### src/rtl/wb_port_arbiter.sv
// wb_port_arbiter: two one-entry writeback buffers (A=ALU, B=load) sharing one registered register-file write port.
module wb_port_arbiter (
  input  logic        clk,
  input  logic        rst,
  input  logic        rdy,
  input  logic        a_valid,
  input  logic [4:0]  a_addr,
  input  logic [31:0] a_data,
  output logic        a_ready,
  input  logic        b_valid,
  input  logic [4:0]  b_addr,
  input  logic [31:0] b_data,
  output logic        b_ready,
  output logic        we,
  output logic [4:0]  waddr,
  output logic [31:0] wdata,
  output logic [31:0] pend
);
  logic        a_v, b_v, last, a_old;
  logic [4:0]  a_a, b_a;
  logic [31:0] a_d, b_d;
  logic        g_a, g_b, a_acc, b_acc, a_keep, b_keep;
  assign a_ready = rdy & ~a_v;
  assign b_ready = rdy & ~b_v;
  assign a_acc   = a_valid & a_ready & |a_addr;
  assign b_acc   = b_valid & b_ready & |b_addr;
  assign a_keep  = a_v & ~g_a;
  assign b_keep  = b_v & ~g_b;
  // last=1 means B was granted last, so A wins the next distinct-address tie
  always_comb begin
    g_a = a_v & (~b_v | (a_a == b_a ? a_old : last));
    g_b = b_v & ~g_a;
    pend = '0;
    if (a_v) pend[a_a] = 1'b1;
    if (b_v) pend[b_a] = 1'b1;
    pend[0] = 1'b0;
  end
  // a_old: A survives while B newly fills, or both survive and A was already older
  always_ff @(posedge clk)
    if (rst) begin
      a_v   <= 1'b0;
      b_v   <= 1'b0;
      we    <= 1'b0;
      waddr <= '0;
      wdata <= '0;
      last  <= 1'b1;
      a_old <= 1'b0;
    end else if (rdy) begin
      a_v   <= a_keep | a_acc;
      b_v   <= b_keep | b_acc;
      a_old <= (a_keep & b_acc) | (a_old & a_keep & b_keep);
      we    <= g_a | g_b;
      if (a_acc) begin
        a_a <= a_addr;
        a_d <= a_data;
      end
      if (b_acc) begin
        b_a <= b_addr;
        b_d <= b_data;
      end
      if (g_a | g_b) begin
        waddr <= g_a ? a_a : b_a;
        wdata <= g_a ? a_d : b_d;
        last  <= g_b;
      end
    end
endmodule

### config.mk
export PLATFORM = sky130hd
export DESIGN_NAME = wb_port_arbiter
export DESIGN_NICKNAME = d
export VERILOG_FILES = /design/src/rtl/wb_port_arbiter.sv
export SDC_FILE = /design/constraint.sdc
export NUM_CORES = 1
export LEC_CHECK = 0
export CAP_MARGIN = 15
export CORE_ASPECT_RATIO = 1.4
export CORE_UTILIZATION = 46
export DETAILED_ROUTE_END_ITERATION = 16
export PLACE_DENSITY = 0.9
export SYNTH_ARGS = -nofsm -noshare
export SYNTH_HDL_FRONTEND = slang
export SYNTH_SLANG_ARGS = --single-unit
### constraint.sdc
create_clock -name clk -period 8.6 [get_ports clk]
set_input_delay 2.15 -clock clk [delete_from_list [all_inputs] [get_ports clk]]
set_output_delay 2.15 -clock clk [all_outputs]
set_load 0.05 [all_outputs]
**Word level (Yosys, flattened, before mapping)**

Index checks and enable logic that the tools add are counted.

- Memories kept: 0
- Output and inout bits: 72
- Bits in latches: 0
- ROM bits: 0
- Bits in registers: 116
- Logic and storage cells: 56
- RAM bits: 0

- $lt $le $gt $ge: 4
- Muxes and demuxes: 9
- Add/sub/neg operators: 0
- Bitwise gates (word level): 24
- $mul: 0
- Shifts and indexed selects: 0
- Div/mod/pow operators: 0
- Eq/ne operators: 1
- Reduce and logical (&&, ||, !) cells: 7

Operators by type and width:

| cell | count |
|---|---|
| 32-bit 2-to-1 mux | 3 |
| 32-bit bitwise OR | 1 |
| 1-bit AND | 13 |
| 5-bit by 6-bit < comparator with 1-bit output, second input constant | 2 |
| 1-bit demux with 5-bit select | 2 |
| 5-bit by 1-bit greater-or-equal comparator with 1-bit output, second input constant | 2 |
| 5-bit OR reduction | 2 |
| 3-bit AND reduction | 2 |
| 5-bit == test | 1 |
| 5-bit 2-to-1 mux | 1 |
| 1-bit NOT | 5 |
| 1-bit bitwise OR | 5 |
| 1-bit 2-to-1 mux | 3 |
| 1-bit logical AND | 2 |
| 2-bit AND reduction | 1 |

**Depth between registers and ports, before layout**

- Depth in word-level cells: 10
- Depth in mapped cells: 8

**Worst setup path after synthesis**

Ideal clock, no wire load.

- Path type: input -> register
- Start point: in rdy
- End point: reg a_a[0] (enable)
- Path buffers: 1
- Setup time: 0.540 ns
- Slack: 1.652 ns
- Data arrival time: 6.408 ns
- Stages on the path: 3
- Required time: 8.060 ns
- Cells stage by stage: clkbuf_1 > nand2_1 > nor4b_1

- Longest elaborated chain between the ends: 4

RTL lines:

| what | RTL line | source |
|---|---|---|
| from (decl) | 5 | `input logic rdy,` |
| 1-bit AND | 23 | `assign a_ready = rdy & ~a_v;` |
| 1-bit AND (2 in series) | 25 | `assign a_acc = a_valid & a_ready & \|a_addr;` |
| 3-bit AND reduction (no line) (*) | -- |  |
| to (signal assigned) | 54 | `a_a <= a_addr;` |
| to (decl) | 20 | `logic [4:0] a_a, b_a;` |

Every way passes the cells marked *; elsewhere a longest branch is shown, timed or not.
A chain may end at the register's enable or synchronous reset.

**Final worst setup path**

- Start point: in rdy
- End point: out b_ready

- Longest elaborated chain between the ends: 1

RTL lines:

| what | RTL line | source |
|---|---|---|
| 1-bit AND | 24 | `assign b_ready = rdy & ~b_v;` |
| to (decl) | 13 | `output logic b_ready,` |

Every way passes these cells.

==> run summary <==
Status = finished clean
Global route overflow = 0
Pins Over Slew Limit = 0
GR Util All Layers = 26.4%
Pre-antenna DRT Iters = 5
Setup violators final = 0
Clk pwr share = 47.2%
Hold path cells = 2
Final antenna-violating net count = 0
Crit. End Element = output pin
Syn_area_per_cell = 11.8 um^2
Commonest non-fill, non-tap cell in the layout = clkdlybuf4s50_1
RSZ-0062 raised after global routing = false
Combinational share of power = 12.0%
Worst Setup SP = rdy
Seq cells post-synth = 116
Crit path launch type = primary input
Final hold slack = 0.476 ns
Clock sink count = 116
Cts bufs inserted = 17
Clock Tree Root = clkbuf_16
Detailed Route WL = 13400 um
Ys async rst share = 0%
Die W = 87.5 um
Tcrit/Tclk final = 69.8%
Grt met3 use = 7.45%
Final Non-Filler Cells = 685
Busiest grt layer = met2
Ant diodes = 0
Wire per inst = 19.5 um
Met1 usage = 28.7%
Effective utilization at floorplan = 47.5%
Worst R2R Path Depth = 5
Initial antenna violation count = 0
Number of synthesized flops with an enable pin = 74
Clock skew = 0.00993 ns
Power Dens Cells = 225 nW/um^2
Share of cells above drive strength 1 = 9.64%
Placed Cells = 651
Fmax = 0.167 GHz
Min Tclk post-route = 6.00 ns
Fill cell count = 732
Final HPWL DP = 8510 um
CP Max Fanout = 11
Worst R2R End = waddr[2]$_SDFFE_PP0P_
Worst Tran Pin Value = 1.12 ns
Largest net degree at the start of global routing = 42
DR vias/cell = 5.98
Hold WC Path Type = reg -> reg
Top Ports = 151
Sw frac = 23.7%
Flop pwr share = 40.8%
Cells after Synth = 400
P&R area growth vs syn = 46.5%
Core Area = 9900 um^2
Worst EP required = 6.45 ns
Pint = 1.19 mW
Die area = 10600 um^2
Type of the worst setup path = in -> out
H-Tree Depth = 4
Number of global-route vias before repair = 4272
Met2 Usage GRT = 46.0%
Most frequent cells in the layout = 149 x clkdlybuf4s50_1, 74 x edfxtp_1, 72 x o21ai_0
Clock-pin slew of the registers on the worst-case setup and hold paths = 0.05 ns
Hold EP = we$_SDFFE_PP0P_
FP Rows = 43
Worst Path Arrival = 3.85 ns
CTS tree = done
Initial DRC Count = 276
IO buf count = 149
DRC viols = 0
Leak pwr = 2.31 nW
Global-route wire length before repair = 20700 um
Peak VDD IR = 0.000170 V
Setup TNS = 0 ns
Reg-to-reg setup timing slack = 6.03 ns
Syn nets = 479
Clock Latency Late Sink = 0.41 ns
Max-slew headroom = 25.5%
CTS Hold Buffers Added = 0
Top FF cell, synth = edfxtp_1
Resized Gates After CTS = 0
Post-CTS Repair Setup Buffers = 0
Worst R2R Start = b_v$_SDFFE_PP0P_
YS warnings = 0
Chip height = 122 um
Synth unique cells = 34
Nets@finish = 616
Hold Path Origin = we$_SDFFE_PP0P_
Post-Syn Area = 4700 um^2
Clock Path Buffers = 2
Sequential-to-total area share from yosys stat = 65.1%
Final Hold Vio Count = 0
Via count = 4099
Max Cap Viol = 0
Routability cong. = 0.857
Net switching power = 368 uW
[synth_stat cells (all sizes together) (4+ instances only)]
cell type | number | area, um^2
o21ai | 79 | 395
edfxtp | 74 | 2220
dfxtp | 42 | 841
a21oi | 39 | 195
a31oi | 37 | 231
o22ai | 31 | 194
clkbuf | 20 | 76.3
buf | 19 | 141
nand3b | 10 | 75.1
nor2 | 6 | 22.5
or3b | 5 | 43.8
xor2 | 5 | 43.8
nand3 | 4 | 20.0
[state kept, by name, indices dropped and copies added, names as in the netlist]
register and cells:
b_v 1, a_d 32, b_d 32, wdata 32, waddr 5, a_old 1
last 1, we 1, a_v 1, b_a 5, a_a 5
[power groups by stage]
| stage | Clock, mW | Combinational (mW) | Sequential [mW] |
|---|---|---|---|
| 6_report | 0.734 | 0.186 | 0.634 |
| 5_1_grt | 0.770 | 0.197 | 0.636 |
| 4_1_cts | 0.742 | 0.184 | 0.634 |
| 3_5_place_dp | 0 | 0.183 | 0.645 |
| 3_3_place_gp | 0 | 0.177 | 0.644 |
| 2_1_floorplan | 0 | 0.0584 | 0.685 |
[cells by family after synthesis]
logic type	Yosys count	share of synthesized area, %
AOI/OAI and AO/OA	192	22.6
xor gates and xnor gates	5	0.931
buffers and inverters	41	4.79
DFF	116	65.1
muxes	2	0.532
other	1	0.0797
and+or+nand+nor	43	5.93
[per-stage QoR]
step                total power [mW]  util, %  worst slack, ns  instance area (um^2)
finish                          1.55     69.6             2.60                  6890
floorplan                      0.744        -             1.65                  4700
CTS                             1.56     69.3             2.60                  6860
global placement               0.821     63.0             2.65                  6230
global route                    1.60     69.6             2.53                  6890
detailed placement             0.827     63.0             2.60                  6230
[worst max path at each step]
stage / endpoint
6_report: b_ready
5_1_grt: b_ready
4_1_cts: b_ready
3_5_place_dp: b_ready
3_3_place_gp: a_ready
2_1_floorplan: a_a[0]$_DFFE_PP_
[worst max-delay path: stages]
cell and delay [ns]:
clkdlybuf4s50_1 0.70, nor2b_1 0.19, clkdlybuf4s50_1 0.82
[cell type report]
| cell class | count | area, um^2 | share of cell area [%] |
|---|---|---|---|
| clock inverter | 12 | 180 | 2.61 |
| timing repair buffer | 157 | 1570 | 22.8 |
| clock buffer | 20 | 447 | 6.48 |
| inverter | 2 | 7.51 | 0.109 |
| multi-input combinational | 243 | 1460 | 21.1 |
| sequential | 116 | 3060 | 44.4 |
| tap | 135 | 169 | 2.45 |
[layer usage]
metal	routed length [um]	vias to the layer above
met5	0	-
met4	394	0
met3	1000	36
met2	7250	273
met1	4710	1964
li1	-	1826
Power figures use the tool's default switching activity.
